File: src/rtl/i2c_seq_pkg.sv
// Shared state, status codes, command record and address-byte helpers for the I2C register sequencer.
package i2c_seq_pkg;

  localparam int SEQ_MAX_LEN = 16;
  localparam int SEQ_RETRIES = 3;

  typedef enum logic [2:0] {
    IDLE,
    LOAD,
    ISSUE,
    REG,
    WDATA,
    RD_ADDR,
    RDATA,
    DONE
  } state_e;

  typedef enum logic [2:0] {
    ERR_OK        = 3'd0,
    ERR_ADDR_NACK = 3'd1,
    ERR_DATA_NACK = 3'd2,
    ERR_BUS       = 3'd3,
    ERR_BAD_LEN   = 3'd4
  } err_e;

  typedef struct packed {
    logic       rd;
    logic [6:0] dev;
    logic [7:0] reg_addr;
  } cmd_t;

  function automatic logic [7:0] addr_w(input logic [6:0] dev);
    return {dev, 1'b0};
  endfunction

  function automatic logic [7:0] addr_r(input logic [6:0] dev);
    return {dev, 1'b1};
  endfunction

endpackage

File: src/rtl/i2c_seq_buffer.sv
// Byte FIFO holding a command's write payload; count/flush exposed, pop data is the combinational head.
// Zero-latency head, push ignored when full, pop ignored when empty; flush wins over push/pop.
module i2c_seq_buffer #(
  parameter int DEPTH = 16,
  parameter int CNT_W = $clog2(DEPTH + 1)
) (
  input  logic             clk_in,
  input  logic             rst_n,
  input  logic             flush_i,
  input  logic             push_i,
  input  logic [7:0]       push_dat_i,
  input  logic             pop_i,
  output logic [7:0]       pop_dat_o,
  output logic [CNT_W-1:0] count_o
);

  localparam int PTR_W = (DEPTH > 1) ? $clog2(DEPTH) : 1;

  logic [7:0]       mem_q [DEPTH];
  logic [PTR_W-1:0] wr_ptr_q;
  logic [PTR_W-1:0] rd_ptr_q;
  logic [CNT_W-1:0] cnt_q;
  logic             do_push;
  logic             do_pop;

  function automatic logic [PTR_W-1:0] ptr_inc(input logic [PTR_W-1:0] p);
    return (p == PTR_W'(DEPTH - 1)) ? '0 : p + 1'b1;
  endfunction

  assign do_push   = push_i && (cnt_q != CNT_W'(DEPTH));
  assign do_pop    = pop_i && (cnt_q != '0);
  assign pop_dat_o = mem_q[rd_ptr_q];
  assign count_o   = cnt_q;

  always_ff @(posedge clk_in) begin
    if (do_push) begin
      mem_q[wr_ptr_q] <= push_dat_i;
    end
  end

  always_ff @(posedge clk_in or negedge rst_n) begin
    if (!rst_n) begin
      wr_ptr_q <= '0;
      rd_ptr_q <= '0;
      cnt_q    <= '0;
    end else if (flush_i) begin
      wr_ptr_q <= '0;
      rd_ptr_q <= '0;
      cnt_q    <= '0;
    end else begin
      if (do_push) wr_ptr_q <= ptr_inc(wr_ptr_q);
      if (do_pop)  rd_ptr_q <= ptr_inc(rd_ptr_q);
      case ({do_push, do_pop})
        2'b10:   cnt_q <= cnt_q + 1'b1;
        2'b01:   cnt_q <= cnt_q - 1'b1;
        default: ;
      endcase
    end
  end

endmodule

File: src/rtl/i2c_reg_sequencer.sv
// Turns one register read/write command into I2C master byte transfers; I2C_SEQ_RETRY_EN enables address-NACK retries.
// Master-side outputs are registered one cycle after each master event; payload fully buffered before START, rd side has no backpressure.
module i2c_reg_sequencer
  import i2c_seq_pkg::*;
#(
  parameter int MAX_LEN = SEQ_MAX_LEN,
  parameter int LEN_W   = $clog2(MAX_LEN + 1),
  parameter int RETRIES = SEQ_RETRIES
) (
  input  logic             clk_in,
  input  logic             rst_n,
  input  logic             cmd_valid_i,
  output logic             cmd_ready_o,
  input  logic             cmd_read_i,
  input  logic [6:0]       cmd_dev_addr_i,
  input  logic [7:0]       cmd_reg_addr_i,
  input  logic [LEN_W-1:0] cmd_len_i,
  input  logic             wr_valid_i,
  output logic             wr_ready_o,
  input  logic [7:0]       wr_data_i,
  output logic             rd_valid_o,
  output logic [7:0]       rd_data_o,
  output logic             busy_o,
  output logic             done_o,
  output logic [2:0]       err_o,
  output logic             m_mode_o,
  output logic             m_transfer_start_o,
  output logic             m_transfer_continue_o,
  output logic [7:0]       m_data_tx_o,
  input  logic             m_transfer_ready_i,
  input  logic             m_interrupt_i,
  input  logic             m_transaction_complete_i,
  input  logic             m_nack_i,
  input  logic             m_start_err_i,
  input  logic             m_arbitration_err_i,
  input  logic [7:0]       m_data_rx_i
);

`ifdef I2C_SEQ_RETRY_EN
  localparam bit RETRY_EN = 1'b1;
`else
  localparam bit RETRY_EN = 1'b0;
`endif
  localparam int TRY_W = $clog2(RETRIES + 2);

  state_e           state_q, state_d;
  cmd_t             cmd_q, cmd_d;
  logic [LEN_W-1:0] len_q, len_d;
  logic [TRY_W-1:0] tries_q, tries_d;
  logic             start_q, start_d;
  logic             cont_q, cont_d;
  logic             mode_q, mode_d;
  logic [7:0]       tx_q, tx_d;
  logic             rd_vld_q, rd_vld_d;
  logic [7:0]       rd_dat_q, rd_dat_d;
  logic             done_q, done_d;
  err_e             err_q, err_d;
  logic             live_q;

  logic             fin;
  err_e             fin_err;
  logic             bus_bad;
  logic             last_byte;
  logic             fifo_pop;
  logic [7:0]       fifo_dat;
  logic [LEN_W-1:0] fifo_cnt;

  // A NACKed byte may also report incomplete; that case is judged by byte position, not as a bus fault.
  assign bus_bad   = m_start_err_i || m_arbitration_err_i || (!m_transaction_complete_i && !m_nack_i);
  assign last_byte = (len_q == LEN_W'(1));

  i2c_seq_buffer #(
    .DEPTH (MAX_LEN),
    .CNT_W (LEN_W)
  ) u_buf (
    .clk_in     (clk_in),
    .rst_n      (rst_n),
    .flush_i    (state_q == DONE),
    .push_i     (wr_valid_i && wr_ready_o),
    .push_dat_i (wr_data_i),
    .pop_i      (fifo_pop),
    .pop_dat_o  (fifo_dat),
    .count_o    (fifo_cnt)
  );

  always_ff @(posedge clk_in or negedge rst_n) begin
    if (!rst_n) begin
      state_q <= IDLE;
    end else begin
      state_q <= state_d;
    end
  end

  always_comb begin
    state_d  = state_q;
    cmd_d    = cmd_q;
    len_d    = len_q;
    tries_d  = tries_q;
    start_d  = start_q;
    cont_d   = cont_q;
    mode_d   = mode_q;
    tx_d     = tx_q;
    rd_vld_d = 1'b0;
    rd_dat_d = rd_dat_q;
    done_d   = 1'b0;
    err_d    = err_q;
    fifo_pop = 1'b0;
    fin      = 1'b0;
    fin_err  = ERR_OK;
    case (state_q)
      IDLE: begin
        if (cmd_valid_i && cmd_ready_o) begin
          cmd_d.rd       = cmd_read_i;
          cmd_d.dev      = cmd_dev_addr_i;
          cmd_d.reg_addr = cmd_reg_addr_i;
          len_d          = cmd_len_i;
          tries_d        = '0;
          err_d          = ERR_OK;
          if ((cmd_read_i && cmd_len_i == '0) || (cmd_len_i > LEN_W'(MAX_LEN))) begin
            fin     = 1'b1;
            fin_err = ERR_BAD_LEN;
          end else if (!cmd_read_i && cmd_len_i != '0) begin
            state_d = LOAD;
          end else begin
            state_d = ISSUE;
          end
        end
      end
      LOAD: begin
        if (fifo_cnt == len_q) state_d = ISSUE;
      end
      ISSUE: begin
        if (!start_q) begin
          if (m_transfer_ready_i) begin
            start_d = 1'b1;
            mode_d  = 1'b0;
            tx_d    = addr_w(cmd_q.dev);
            cont_d  = 1'b1;
          end
        end else if (m_interrupt_i) begin
          start_d = 1'b0;
          if (bus_bad) begin
            fin     = 1'b1;
            fin_err = ERR_BUS;
          end else if (m_nack_i) begin
            // Payload stays in the buffer across retries; START is re-armed once the master is idle again.
            if (RETRY_EN && tries_q < TRY_W'(RETRIES)) begin
              tries_d = tries_q + 1'b1;
              cont_d  = 1'b0;
            end else begin
              fin     = 1'b1;
              fin_err = ERR_ADDR_NACK;
            end
          end else begin
            tx_d    = cmd_q.reg_addr;
            cont_d  = !cmd_q.rd && (len_q != '0);
            state_d = REG;
          end
        end
      end
      REG: begin
        if (m_interrupt_i) begin
          if (bus_bad) begin
            fin     = 1'b1;
            fin_err = ERR_BUS;
          end else if (m_nack_i) begin
            fin     = 1'b1;
            fin_err = ERR_DATA_NACK;
          end else if (cmd_q.rd) begin
            cont_d  = 1'b0;
            state_d = RD_ADDR;
          end else if (len_q == '0) begin
            fin = 1'b1;
          end else begin
            tx_d     = fifo_dat;
            fifo_pop = 1'b1;
            cont_d   = (len_q > LEN_W'(1));
            state_d  = WDATA;
          end
        end
      end
      WDATA: begin
        if (m_interrupt_i) begin
          if (bus_bad) begin
            fin     = 1'b1;
            fin_err = ERR_BUS;
          end else if (last_byte) begin
            fin = 1'b1;
          end else if (m_nack_i) begin
            fin     = 1'b1;
            fin_err = ERR_DATA_NACK;
          end else begin
            len_d    = len_q - LEN_W'(1);
            tx_d     = fifo_dat;
            fifo_pop = 1'b1;
            cont_d   = (len_q > LEN_W'(2));
          end
        end
      end
      RD_ADDR: begin
        if (!start_q) begin
          if (m_transfer_ready_i) begin
            start_d = 1'b1;
            mode_d  = 1'b0;
            tx_d    = addr_r(cmd_q.dev);
            cont_d  = 1'b1;
          end
        end else if (m_interrupt_i) begin
          start_d = 1'b0;
          if (bus_bad) begin
            fin     = 1'b1;
            fin_err = ERR_BUS;
          end else if (m_nack_i) begin
            fin     = 1'b1;
            fin_err = ERR_ADDR_NACK;
          end else begin
            mode_d  = 1'b1;
            cont_d  = (len_q > LEN_W'(1));
            state_d = RDATA;
          end
        end
      end
      RDATA: begin
        if (m_interrupt_i) begin
          if (bus_bad) begin
            fin     = 1'b1;
            fin_err = ERR_BUS;
          end else begin
            rd_vld_d = 1'b1;
            rd_dat_d = m_data_rx_i;
            if (last_byte) begin
              fin = 1'b1;
            end else begin
              len_d  = len_q - LEN_W'(1);
              cont_d = (len_q > LEN_W'(2));
            end
          end
        end
      end
      DONE: begin
        if (m_transfer_ready_i) state_d = IDLE;
      end
      default: state_d = IDLE;
    endcase
    if (fin) begin
      state_d = DONE;
      start_d = 1'b0;
      cont_d  = 1'b0;
      mode_d  = 1'b0;
      done_d  = 1'b1;
      err_d   = fin_err;
    end
  end

  always_ff @(posedge clk_in or negedge rst_n) begin
    if (!rst_n) begin
      cmd_q    <= '0;
      len_q    <= '0;
      tries_q  <= '0;
      start_q  <= 1'b0;
      cont_q   <= 1'b0;
      mode_q   <= 1'b0;
      tx_q     <= '0;
      rd_vld_q <= 1'b0;
      rd_dat_q <= '0;
      done_q   <= 1'b0;
      err_q    <= ERR_OK;
      live_q   <= 1'b0;
    end else begin
      cmd_q    <= cmd_d;
      len_q    <= len_d;
      tries_q  <= tries_d;
      start_q  <= start_d;
      cont_q   <= cont_d;
      mode_q   <= mode_d;
      tx_q     <= tx_d;
      rd_vld_q <= rd_vld_d;
      rd_dat_q <= rd_dat_d;
      done_q   <= done_d;
      err_q    <= err_d;
      live_q   <= 1'b1;
    end
  end

  always_comb begin
    cmd_ready_o = 1'b0;
    wr_ready_o  = 1'b0;
    busy_o      = 1'b0;
    case (state_q)
      IDLE: cmd_ready_o = live_q;
      LOAD: begin
        wr_ready_o = (fifo_cnt != len_q);
        busy_o     = 1'b1;
      end
      ISSUE, REG, WDATA, RD_ADDR, RDATA: busy_o = 1'b1;
      default: ;
    endcase
  end

  assign rd_valid_o            = rd_vld_q;
  assign rd_data_o             = rd_dat_q;
  assign done_o                = done_q;
  assign err_o                 = err_q;
  assign m_mode_o              = mode_q;
  assign m_transfer_start_o    = start_q;
  assign m_transfer_continue_o = cont_q;
  assign m_data_tx_o           = tx_q;

endmodule
File: config.mk
export PLATFORM = sky130hd
export DESIGN_NAME = i2c_reg_sequencer
export DESIGN_NICKNAME = d
export VERILOG_FILES = /design/src/rtl/i2c_seq_pkg.sv /design/src/rtl/i2c_seq_buffer.sv /design/src/rtl/i2c_reg_sequencer.sv
export SDC_FILE = /design/constraint.sdc
export NUM_CORES = 1
export LEC_CHECK = 0
export CAP_MARGIN = 25
export CORE_MARGIN = 2
export CORE_UTILIZATION = 59
export CTS_BUF_LIST = sky130_fd_sc_hd__clkbuf_4
export DETAILED_ROUTE_END_ITERATION = 7
export GPL_TIMING_DRIVEN = 0
export PLACE_DENSITY_LB_ADDON = 0.08
export SETUP_SLACK_MARGIN = 0.15
export SKIP_LAST_GASP = 1
export SYNTH_ARGS = -nofsm -noshare
export SYNTH_HDL_FRONTEND = slang
export SYNTH_HIERARCHICAL = 1
export SYNTH_SLANG_ARGS = --single-unit
File: constraint.sdc
create_clock -name clk_in -period 4 [get_ports clk_in]
set_input_delay 0.4 -clock clk_in [delete_from_list [all_inputs] [get_ports clk_in]]
set_output_delay 0.4 -clock clk_in [all_outputs]
set_load 0.02 [all_outputs]
; Word-level counts from Yosys, hierarchy flattened
; Memory sizes are Yosys's and may differ from the RTL's.
; Cells that the tools add are included.
[totals]
register_bits = 62
ram_bits = 128
input_bits = 47
output_inout_bits = 27
word_cells = 278
mem_count = 1
[mem_list]
columns = memory, depth, width, rd, rd_ports_with_merged_regs, wr, line
row1 = u_buf.mem_q, 16, 8, 1, 0, 1, i2c_seq_buffer.sv:19  ; logic [7:0] mem_q [DEPTH];
[classes]
addsub = 5
order_cmp = 3
eq_ne = 64
muxes = 145
bitwise_logic = 1
n_reduce_logical = 42
[op_table]
columns = op, count
row1 = 2-to-1 mux 8 bit, 16
row2 = 2-to-1 mux 3 bit, 28
row3 = != test 3 bit (second input constant), 27
row4 = 2-to-1 mux 1 bit, 70
row5 = 2-to-1 mux 5 bit, 9
row6 = case mux 8 bit (4 select lines), 1
row7 = != test 2 bit (second input constant), 15
row8 = != test 4 bit (second input constant), 7
row9 = 2-to-1 mux 4 bit, 6
row10 = case mux 3 bit (6 select lines), 1
row11 = AND reduction 18 bit, 1
row12 = AND reduction 17 bit, 1
row13 = AND reduction 16 bit, 1
row14 = case mux 3 bit (5 select lines), 1
row15 = case mux 5 bit (3 select lines), 1
row16 = nonzero test 5 bit, 3
row17 = 2-to-1 mux 2 bit, 7
row18 = == test 3 bit (second input constant), 4
row19 = zero test 5 bit, 2
row20 = case mux 1 bit (5 select lines), 2
row21 = case mux 5 bit (2 select lines), 1
row22 = nonzero test 2 bit, 5
row23 = subtractor 5 x 1 -> 5 bit (second input constant), 2
row24 = AND reduction 9 bit, 1
row25 = other kinds (29), 48

; Longest topological paths before layout
; Gate-level depths: netlist of run 1.
[logic_depth]
depth_word = 11
ltp_mapped = 15
depth_no_buf = 13

; Modules after synthesis
; Netlist of run 1, hierarchy kept.
[by_module_without_submodules]
columns = mod, n_inst, cells_each, area_each_um2, seq_area_each_um2
row1 = i2c_seq_buffer, 1, 308, 5840.6, 4169.0
row2 = i2c_reg_sequencer, 1, 296, 2990.4, 1226.2

; Worst setup path after synthesis of run 1
; Ideal clock, no wire load.
[synth_path]
path_type = reg2reg
start = register state_q[1]
end = memory u_buf.mem_q[0][0], enable pin
arrival_ns = 3.304
setup_slack_ns = 0.312
stages_incl_launch_ff = 11
path_buffers = 2
path_cell_list = dfrtp_1 inv_1 ha_1 clkbuf_1 nand2b_1 a31oi_1 and2_1 clkbuf_1 a21boi_1 nand2_1 nor3_1
[synth_between]
elab_chain_len = 6
[synth_rtl]
columns = item, line
row1 = start: declaration, i2c_reg_sequencer.sv:46  ; state_e state_q, state_d;
row2 = start signal: assignment, i2c_reg_sequencer.sv:90  ; state_q <= state_d;
row3 = == test 3 x 1 -> 1 bit, i2c_reg_sequencer.sv:289  ; case (state_q)
row4 = 2-to-1 mux 1 bit, i2c_reg_sequencer.sv:289
row5 = named net wr_ready_o, i2c_reg_sequencer.sv:19  ; output logic wr_ready_o,
row6 = logical AND 1 bit, i2c_reg_sequencer.sv:79  ; .push_i (wr_valid_i && wr_ready_o),
row7 = logical AND 1 bit, i2c_seq_buffer.sv:30  ; assign do_push = push_i && (cnt_q != CNT_W'(DEPTH));
row8 = 2-to-1 mux 1 bit, i2c_seq_buffer.sv:36  ; if (do_push) begin
row9 = 2-to-1 mux 1 bit (implied by the code), i2c_seq_buffer.sv:37  ; mem_q[wr_ptr_q] <= push_dat_i;
row10 = end: declaration, i2c_seq_buffer.sv:19
; The timed path passes the listed nets, and every way through them passes these cells.

; Worst setup path in the final report of run 1
[layout_path]
start = register state_q[1]
end = register u_buf.cnt_q[4], in the netlist u_buf/count_o[4]
[layout_between]
elab_cells_between_ends = 14
cone_classes = eq/ne (6) / mux (4) / reduce/logical (4)
[layout_rtl]
columns = item, line
row1 = == test 3 bit or == test 3 x 2 -> 1 bit (tied branches), i2c_reg_sequencer.sv:110  ; case (state_q)
row2 = case mux 1 bit (2 select lines) *, i2c_reg_sequencer.sv:110
row3 = named net fifo_pop, i2c_reg_sequencer.sv:64  ; logic fifo_pop;
row4 = logical AND 1 bit *, i2c_seq_buffer.sv:31  ; assign do_pop = pop_i && (cnt_q != '0);
row5 = == test 2 x 1 -> 1 bit or == test 2 bit (tied branches), i2c_seq_buffer.sv:53  ; case ({do_push, do_pop})
row6 = case mux 5 bit (2 select lines), i2c_seq_buffer.sv:53
row7 = 2-to-1 mux 5 bit, i2c_seq_buffer.sv:46  ; end else if (flush_i) begin
row8 = end signal: assignment, i2c_seq_buffer.sv:54  ; 2'b10: cnt_q <= cnt_q + 1'b1;
row9 = end signal: assignment, i2c_seq_buffer.sv:55  ; 2'b01: cnt_q <= cnt_q - 1'b1;
row10 = end: declaration, i2c_seq_buffer.sv:22  ; logic [CNT_W-1:0] cnt_q;
; Mark *: on every way through the listed nets, which the timed path passes. The rest lies on a longest branch.
; A chain may end at the register's enable or synchronous reset.

==> impl_results.md, run 1 <==
* N_diodes at 0
* Share of flip-flops with an asynchronous set or reset at 0.326
* Layout area overhead at 15.2%
* Die height at 126 um
* Aggregate global routing overflow at 0
* Routability Congestion at 0.896
* Worst reg2reg path startpoint: state_q[1]$_DFFE_PN0P_
* # DRC at 0
* Initial antenna violation count at 0
* Vias post-DR at 5756
* Starting DRC count in detailed routing at 601
* Power per cell area at 515 mW/mm^2
* Post-layout util at 0.698
* Max-slew violation count at 0
* Fin. Hold Viols at 0
* Fin crit share at 0.919
* R2r setup slk at 320 ps
* EDFF count, synth at 128
* Avg Vias per Cell at 6.41
* Worst vdd ir at 273 uV
* Worst path buffer plus inverter count at 3
* CTS tree: yes
* Fmax at 272 MHz
* Cells after DPL at 865
* Clk slew on worst S/H paths at 160 ps
* Syn Area/Cell at 14.6 sq um
* DRT Pass-1 Iters at 7
* Slew headroom at 0.480
* Net Sw Frac at 0.343
* Share of cells above drive strength 1 at 0.204
* NetSw at 1.80 mW
* Top cells by area, synth: edfxtp_1 (44%), dfrtp_1 (18%), mux4_2 (10%), mux2_2 (3.4%), ha_1 (2.3%)
* Setup CP Type: register to register
* #FFs+latches synth at 190
* First-pass GRT wire length at 31200 um
* Internal at 3.44 mW
* Cell family with most CP delay: compound AO/OA/AOI/OAI gates
* Max FO, Critical Path at 10
* Starting density of the core at 0.605
* Antenna viol nets, final at 0
* Syn Inst Count at 604
* Required @ worst endpoint at 4470 ps
* Syn. warnings at 6
* Unrepaired setup endpoints after global routing: no
* Hold Crit Class: input port to asynchronous set/reset pin
* Distinct cells, synth at 72
* WL final at 19800 um
* Seq/Total Area, Yosys at 0.611
* Synth Cell Area at 0.00883 sq mm
* CP Cell Sequence: inv_1 > ha_1 > clkbuf_2 > and2_1 > nand2_1 > a21oi_1 > clkbuf_2 > o21ai_0 > a21oi_1 > ha_1 > o31a_1 > o41ai_1 > a41oi_1 > o21a_1
* Clock sink count at 190
* Vias in the first global route at 5523
* Layout fillers at 1004
* Leakage power at 3.60 nW
* Crit-path slowest cell: dfrtp_1
* Synth area leader: edfxtp_1
* Seq pwr share at 0.470
* Worst-skew pair later-pin latency at 580 ps
* CP peak stage delay at 460 ps
* Design area at 0.0102 sq mm
* Pwr Total at 5.24 mW
* Port bufs at 72
* Area of the die at 0.0160 sq mm
* CTS max path bufs at 2
* Final setup viols at 0
* Cell area after placement at 0.00983 sq mm
* CP Depth at 14
* CTS root buf: clkbuf_4
* Total GRT Usage at 0.257
* CP endpoint kind: register
* Fin nets at 765
* Slew @ Worst Pin at 777 ps
* Final worst path period need at 3680 ps
* Wirelength per Cell at 22.1 um
* Worst Setup Start Kind: register
* Gate power share at 0.345
* Non-filler cells, final at 898
* Die W at 126 um
* Status: finished clean
* DPL Wire Length at 13800 um
* CTS buffer count at 17
* Layout Skew at 26.4 ps
* H-tree levels at 4
* Endpoint of the worst register-to-register path: u_buf/count_o[4]$_DFFE_PN0P_
* Worst EP arrival at 4150 ps
* Placeable Area at 0.0146 sq mm
* Postcts setup bufs at 0
* Synth Flop Type: edfxtp_1
* Max-cap viol count at 0
* Reg2Reg Depth at 14
* Synth top area share at 0.435
* Largest net degree at the start of global routing at 42
* CP Launch Point: state_q[1]$_DFFE_PN0P_
* Num ports at 74
* Clock share of power at 0.185
* Syn nets at 667
* Row cnt at 44
synthesized netlist by cell type, types with 3 or more instances:
cell	count
a211oi_1	4
a21o_1	3
a21oi_1	21
a222oi_1	7
a311oi_1	4
a31oi_1	3
and2_1	8
and3_1	3
buf_2	6
buf_4	3
clkbuf_1	24
dfrtp_1	62
edfxtp_1	128
ha_1	16
inv_1	19
mux2_2	27
mux2i_1	15
mux4_2	40
nand2_1	26
nand2b_1	8
nand3_1	7
nand4_1	4
nor2_1	38
nor2b_1	7
nor3_1	12
nor4_1	5
o2111ai_1	3
o211ai_1	4
o21a_1	3
o21ai_0	18
o21ai_1	3
o21bai_1	3
o22ai_1	4
o2bb2a_1	3
o31ai_1	4
o41ai_1	3
or2_2	4
or3_1	4
xor2_1	5
power by group through the flow:
stage / logic, mW / registers [mW] / clock network [mW]
finish: 1.81 / 2.47 / 0.969
global route: 1.97 / 2.49 / 1.06
CTS: 1.79 / 2.46 / 0.998
detailed placement: 1.78 / 2.51 / 0
global placement: 1.73 / 2.50 / 0
floorplan: 1.09 / 2.58 / 0
kinds of logic after synthesis:
logic type | count (synthesis) | share of synthesized area
AO/OA/AOI/OAI | 112 | 0.0931
AND/OR/NAND/NOR | 139 | 0.0836
buffers and inverters | 55 | 0.0264
multiplexers | 84 | 0.156
XOR/XNOR | 7 | 0.00694
adder cells (fa/ha/maj) | 16 | 0.0227
flip-flops | 190 | 0.611
other | 1 | 0.000425
repair_timing:
item	4_1_cts	5_1_grt
cloned	0	0
hold endpoints to repair	21	0
resized for setup	16	11
endpoints found under the setup margin	97	97
hold buffers	1	0
pin swaps	0	0
routing by layer:
| metal | routed length [um] | part of all wire | vias to the layer above | global-route usage |
|---|---|---|---|---|
| met5 | 0 | 0 | - | 0 |
| met4 | 148 | 0.0075 | 0 | 0.0588 |
| met3 | 1150 | 0.058 | 17 | 0.0477 |
| met2 | 9800 | 0.49 | 240 | 0.413 |
| met1 | 8720 | 0.44 | 2940 | 0.373 |
| li1 | - | - | 2559 | - |
cell usage in the layout, fill, tap and decap left out, types with 9 or more instances in the layout:
cell and instances:
edfxtp_1 128, nor2_1 29, dfrtp_1 62, mux4_2 40, mux2i_1 15, clkdlybuf4s50_1 71
ha_1 16, clkbuf_4 19, nor3_1 9, clkbuf_1 19, inv_1 19, a21oi_1 21
o21ai_0 18, mux2_2 27, nand2_1 26
stage by stage:
step	TNS (ps)	hold WS (ps)	setup slack, ps
2_1_floorplan	0	104	312
3_3_place_gp	-14320	486	-448
3_5_place_dp	-10910	431	-244
4_1_cts	0	297	228
5_1_grt	0	339	180
6_report	0	321	323
state kept, by name (all words and copies together), names as in the netlist, 3 cells and up:
name,count
cmd_q,16
err_o,3
len_q,5
m_data_tx_o,8
rd_data_o,8
state_q,3
u_buf/count_o,5
u_buf/mem_q,128
u_buf/rd_ptr_q,4
u_buf/wr_ptr_q,4
worst max path at each step:
stage	to	slack, ps
final	u_buf/count_o[4]$_DFFE_PN0P_	320
after global routing	u_buf/count_o[4]$_DFFE_PN0P_	180
after CTS	u_buf/mem_q[0][7]$_DFFE_PP_	230
after detailed placement	u_buf/mem_q[0][7]$_DFFE_PP_	-240
after global placement	u_buf/mem_q[0][7]$_DFFE_PP_	-450
after floorplan	u_buf/mem_q[0][0]$_DFFE_PP_	310
area by class of cell:
| class | count | area [sq um] | area share |
|---|---|---|---|
| sequential | 190 | 5400 | 0.530 |
| multi-input combinational | 359 | 3280 | 0.322 |
| timing repair buffer | 79 | 781 | 0.0767 |
| tap | 184 | 230 | 0.0226 |
| buffer | 35 | 164 | 0.0161 |
| clock buffer | 19 | 143 | 0.0140 |
| clock inverter | 12 | 111 | 0.0109 |
| inverter | 20 | 75.1 | 0.00738 |
worst reg2reg max path, stage by stage, from the launching register on:
cell and delay (ps):
dfrtp_1 460, inv_1 190, ha_1 220, clkbuf_2 230
and2_1 250, nand2_1 70, a21oi_1 300, clkbuf_2 280
o21ai_0 260, a21oi_1 210, ha_1 310, o31a_1 150
o41ai_1 330, a41oi_1 80, o21a_1 210
Note: power is estimated with default switching activity, not from simulation.
==> run 2, diff against run 1 <==
- CORE_UTILIZATION: 59 -> 54
- MAX_ROUTING_LAYER: default -> met4
- SYNTH_HIERARCHICAL: 1 -> default
- clock period: 4 -> 3.3 ns (I/O delays scaled with it)
==> run 2 against run 1 <==
Maximum frequency is 21% higher. Largest power group unchanged. Sequential share of layout area fell by 1.4 points. Combinational power is 24% higher. Sequential power up 19%. Critical path depth is 2 lower. Clock power increased by 47%.
==> impl_results.md, run 2 <==
* Num ports at 74
* Final worst path period need at 3040 ps
* CTS buffer count at 17
* Worst-skew pair later-pin latency at 600 ps
* Synth top area share at 0.433
* Count leader, synth: edfxtp_1
* Internal at 4.32 mW
* Seq pwr share at 0.444
* Synth area leader: edfxtp_1
* Largest register FFs at 128
* Wirelength per Cell at 20.9 um
* CP Cell Sequence: or4_4 > o21ai_4 > a211oi_4 > inv_2 > ha_4 > inv_2 > fa_2 > nor2b_4 > o21ai_2 > and3_1 > or4_1 > a21oi_2
* Share of flip-flops with an asynchronous set or reset at 0.326
* CP peak stage delay at 560 ps
* Top cells by area, synth: edfxtp_1 (43%), dfrtp_1 (17%), mux4_2 (5.6%), mux2_2 (3.9%), mux2i_1 (2.8%)
* WHS at 215 ps
* CP dominant cell by count: inv_2
* Syn Inst Count at 621
* Seq/Total Area, Yosys at 0.608
* DRT Pass-1 Iters at 7
* Share of cells above drive strength 1 at 0.216
* Net Sw Frac at 0.345
* Power per cell area at 630 mW/mm^2
* Max-slew violation count at 0
* Max FO, Critical Path at 4
* Syn. warnings at 0
* Top post-synthesis cells by count: edfxtp_1 (128), dfrtp_1 (62), a21oi_1 (33), nor2_1 (32), mux2_2 (31)
* Most frequent cells in the layout: edfxtp_1 (128), clkdlybuf4s50_1 (71), dfrtp_1 (57)
* # DRC at 0
* Largest regs: u_buf.mem_q (128), cmd_q (16)
* Synth Cell Area at 0.00887 sq mm
* WL final at 20100 um
* Worst path buffer plus inverter count at 2
* Fin crit share at 0.921
* Fmax at 329 MHz
* Setup CP Type: register to register
* Clk slew on worst S/H paths at 170 ps
* Hold Crit Class: input port to register
* Worst vdd ir at 470 uV
* Fin. Hold Viols at 0
* Final setup viols at 0
* First-pass GRT wire length at 32200 um
* Status: finished clean
* Distinct cells, synth at 69
* CTS root buf: clkbuf_4
* NetSw at 2.27 mW
* Die height at 132 um
* Routability Congestion at 0.946
* Max-cap viol count at 0
* Required @ worst endpoint at 3810 ps
* Total GRT Usage at 0.248
* Placeable Area at 0.0159 sq mm
* Die W at 132 um
* Leakage power at 3.85 nW
* Starting DRC count in detailed routing at 596
* Pwr Total at 6.59 mW
* EDFF count, synth at 128
* Starting density of the core at 0.556
* Avg Vias per Cell at 5.91
* Slew headroom at 0.469
* Clock sink count at 190
* Clock share of power at 0.215
* Gate power share at 0.341
* Row cnt at 46
* Port bufs at 72
* Synth Flop Type: edfxtp_1
* Vias post-DR at 5679
* Slew @ Worst Pin at 796 ps
* H-tree levels at 4
* Most common library cell in the layout ignoring fill and taps: edfxtp_1
* Worst Setup Start Kind: register
* Syn nets at 682
* Vias in the first global route at 5692
* Fin nets at 792
* CTS max path bufs at 2
* Layout Skew at 32.1 ps
* Largest net degree at the start of global routing at 63
* Layout area overhead at 18.1%
* Cell family with most CP delay: simple AND/OR/NAND/NOR gates
* Worst EP arrival at 3550 ps
* DPL Wire Length at 13700 um
* Crit-path slowest cell: or4_4
* Syn Area/Cell at 14.3 sq um
* Most flop-heavy register: u_buf.mem_q
* Initial antenna violation count at 1
* Antenna viol nets, final at 0
* Unrepaired setup endpoints after global routing: no
* CP endpoint kind: register
* Aggregate global routing overflow at 0
* Area of the die at 0.0175 sq mm
* CTS tree: yes
* #FFs+latches synth at 190
==> run 2: area by class of cell <==
class                           instances  area (sq um)
Multi-Input combinational cell        383          3360
Clock buffer                           18           135
Buffer                                 33           184
Clock inverter                         14           200
Sequential cell                       190          5400
Inverter                               15          56.3
Tap cell                              216           270
Timing Repair Buffer                   91           863
Antenna cell                            1          2.50
Fill cell                            1213          5470
==> run 2: worst paths after layout <==
path	start	cells past startpoint	slack, ps	end
max in group asynchronous	rst_n	2	2380	state_q[0]$_DFFE_PN0P_
hold reg to reg	m_data_tx_o[3]$_DFFE_PN0P_	1	530	m_data_tx_o[3]$_DFFE_PN0P_
min in group asynchronous	rst_n	2	330	len_q[2]$_DFFE_PN0P_
hold / removal	m_interrupt_i	2	210	err_o[0]$_DFFE_PN0P_
setup reg to reg	u_buf.count_o[0]$_DFFE_PN0P_	12	260	u_buf.count_o[4]$_DFFE_PN0P_
setup / recovery	u_buf.count_o[0]$_DFFE_PN0P_	12	260	u_buf.count_o[4]$_DFFE_PN0P_
==> run 2: cell families (layout without fill, tap and decap cells) <==
family,after synthesis,in the layout,share of synthesized area
flip-flops,190,190,0.608
adder cells (fa/ha/maj),14,14,0.0206
AO/OA/AOI/OAI,121,121,0.0909
XOR/XNOR,7,7,0.00691
multiplexers,88,88,0.152
buffers and inverters,48,171,0.0255
other,1,2,0.000423
AND/OR/NAND/NOR,152,152,0.0954
==> run 2: repair_timing <==
item | CTS | global route
endpoints found under the hold margin | 62 | 0
hold buffers | 1 | 0
resized for setup | 20 | 22
pin swaps | 4 | 9
buffers inserted | 7 | 11
endpoints found under the setup margin | 4 | 1
==> run 2: metrics by stage <==
step | setup slack, ps | std cells | instance area, sq um | TNS, ps | utilization
after global routing | 176 | 961 | 10500 | 0 | 0.657
after global placement | -472 | 909 | 9860 | -11490 | 0.618
after detailed placement | -549 | 909 | 9860 | -549 | 0.618
final | 261 | 961 | 10500 | 0 | 0.657
after CTS | 157 | 949 | 10300 | 0 | 0.647
after floorplan | 167 | 621 | 8870 | 0 | -
==> run 2: layer usage <==
metal	wire, um	share of wire	GRT usage	up-vias
met4	352	0.017	0.0682	0
met1	8570	0.43	0.320	2850
met2	10100	0.50	0.403	173
met3	1060	0.053	0.0515	29
li1	-	-	-	2627
met5	0	0	-	-
==> run 2: power by group through the flow <==
stage	sequential (mW)	clock [mW]	combinational (mW)
floorplan	3.06	0	1.21
global placement	2.96	0	2.01
detailed placement	2.97	0	2.04
CTS	2.93	1.44	2.15
global route	2.95	1.54	2.44
finish	2.93	1.42	2.25
==> run 3, diff against run 2 <==
- CORE_MARGIN: 2 -> default
- SLEW_MARGIN: default -> 20
==> run 3 against run 2 <==
Final cell count grew 0.21%. Clock skew shrank 2.9 ps. Clock power down 9%. First-iteration DRC count down 21%. Worst hold slack got worse by 48 ps. Power fell by 1.2%. Sequential power barely moved. Highest routed layer unchanged.
==> impl_results.md, run 3 (synthesized netlist as in run 2, its figures left out) <==
* Starting density of the core at 0.556
* Status: finished clean
* CP peak stage delay at 550 ps
* Worst setup margin at 238 ps
* Worst-skew pair later-pin latency at 590 ps
* Crit-path slowest cell: or4_4
* Vias post-DR at 5753
* Place WS at -528 ps
* Final setup viols at 0
* Leakage power at 3.85 nW
* CP endpoint kind: register
* Cell area after placement at 0.00988 sq mm
* Worst Setup Start Kind: register
* Clk slew on worst S/H paths at 180 ps
* Wirelength per Cell at 21.4 um
* First-pass GRT wire length at 31300 um
* CTS root buf: clkbuf_4
* Pwr Total at 6.51 mW
* Area of the die at 0.0169 sq mm
* Routability Congestion at 0.915
* WL final at 20600 um
* Num ports at 74
* CTS tree: yes
* Worst reg2reg path startpoint: u_buf.count_o[2]$_DFFE_PN0P_
* Aggregate global routing overflow at 0
* DRT Pass-1 Iters at 5
* Largest regs: u_buf.mem_q (128), cmd_q (16)
* Hold Crit Class: input port to asynchronous set/reset pin
* Initial antenna violation count at 1
* Required @ worst endpoint at 3810 ps
* Cell family with most CP delay: simple AND/OR/NAND/NOR gates
* Die height at 130 um
* Reg2Reg Depth at 12
* Fmax at 327 MHz
* CP Cell Sequence: or4_4 > o21ai_4 > a211oi_4 > inv_2 > ha_4 > inv_1 > fa_2 > nor2b_1 > o21ai_1 > and3_1 > or4_1 > a21oi_2
* Design area at 0.0105 sq mm
* # DRC at 0
* Final worst path period need at 3060 ps
* Largest net degree at the start of global routing at 38
* Fin nets at 794
* Cells after DPL at 910
* Die W at 130 um
* Worst EP arrival at 3570 ps
* Placeable Area at 0.0159 sq mm
* Max-cap viol count at 0
* Non-filler cells, final at 963
* Avg Vias per Cell at 5.97
* Share of cells above drive strength 1 at 0.217
* Max-slew violation count at 0
* R2r setup slk at 240 ps
* Antenna viol nets, final at 0
* H-tree levels at 4
* Layout Skew at 29.2 ps
* Fin. Hold Viols at 0
* Vias in the first global route at 5641
* Starting DRC count in detailed routing at 468
* Clock sink count at 190
* DPL Wire Length at 14200 um
* Setup CP Type: register to register
* Worst vdd ir at 421 uV
* Most common library cell in the layout ignoring fill and taps: edfxtp_1
* Port bufs at 72
* Most flop-heavy register: u_buf.mem_q
* Unrepaired setup endpoints after global routing: no
* Post-layout util at 0.656
* Worst path buffer plus inverter count at 2
* Layout fillers at 1177
* Endpoint of the worst register-to-register path: u_buf.count_o[4]$_DFFE_PN0P_
* Largest register FFs at 128
* Power per cell area at 623 mW/mm^2
* Total GRT Usage at 0.263
* Fin crit share at 0.928
* Slew @ Worst Pin at 622 ps
* Most frequent cells in the layout: edfxtp_1 (128), clkdlybuf4s50_1 (71), dfrtp_1 (56)
* Row cnt at 46
* CTS max path bufs at 2
* Max FO, Critical Path at 4
* Slew headroom at 0.584
* Layout area overhead at 17.9%
* CTS buffer count at 17
## run 3: changes by cell type in the layout (fill, tap and decap cells not counted), sizes merged
cell,change
bufinv,-2
clkbuf,+2
clkinv,+1
clkinvlp,-1
inv,+2
## run 3: layout make-up
cell class                 count  area [sq um]  area share
clock buffer                  18           135      0.0129
inverter                      15          56.3     0.00538
buffer                        33           186      0.0178
multi-input combinational    383          3350       0.321
clock inverter                14           161      0.0154
tap                          216           270      0.0258
sequential                   190          5400       0.517
antenna                        1          2.50    0.000239
timing repair buffer          93           891      0.0852
## run 3: layer usage
layer,vias to the layer above,global-route usage,share of wire
met2,188,0.432,0.51
met5,-,-,0
met1,2897,0.329,0.43
li1,2632,-,-
met4,0,0.0917,0.022
met3,36,0.0451,0.041
## run 3: power breakdown
part	total, mW	internal, mW	switching, mW
registers	2.92	2.76	0.163
clock network	1.29	0.423	0.871
logic	2.30	1.02	1.28
## run 3: worst register-to-register path, cell delays in order, from the launching register on
cell      delay, ps
dfrtp_2         470
or4_4           550
o21ai_4         190
a211oi_4         70
inv_2            90
ha_4            160
inv_1            80
fa_2            340
nor2b_1         170
o21ai_1         120
and3_1          200
or4_1           420
a21oi_2         120
## run 3: stage by stage
stage	hold slack (ps)	setup TNS, ps
2_1_floorplan	34.4	0
3_3_place_gp	489	-8570
3_5_place_dp	274	-544
4_1_cts	143	0
5_1_grt	157	0
6_report	166	0
## run 3: what timing repair did
action	in CTS	in global routing
endpoints found under the hold margin	62	0
hold buffers	1	0
pin swaps	1	8
gates resized for setup	18	21
buffers inserted	8	11
setup endpoints to repair	4	1
## run 3: how the worst max path moves through the flow
| stage | start | end | cells after the start |
|---|---|---|---|
| floorplan | len_q[1]$_DFFE_PN0P_ | u_buf.count_o[4]$_DFFE_PN0P_ | 13 |
| global placement | m_transaction_complete_i | u_buf.count_o[4]$_DFFE_PN0P_ | 13 |
| detailed placement | m_transaction_complete_i | u_buf.count_o[4]$_DFFE_PN0P_ | 13 |
| CTS | len_q[2]$_DFFE_PN0P_ | u_buf.count_o[4]$_DFFE_PN0P_ | 12 |
| global route | u_buf.count_o[2]$_DFFE_PN0P_ | u_buf.count_o[4]$_DFFE_PN0P_ | 12 |
| finish | u_buf.count_o[2]$_DFFE_PN0P_ | u_buf.count_o[4]$_DFFE_PN0P_ | 12 |
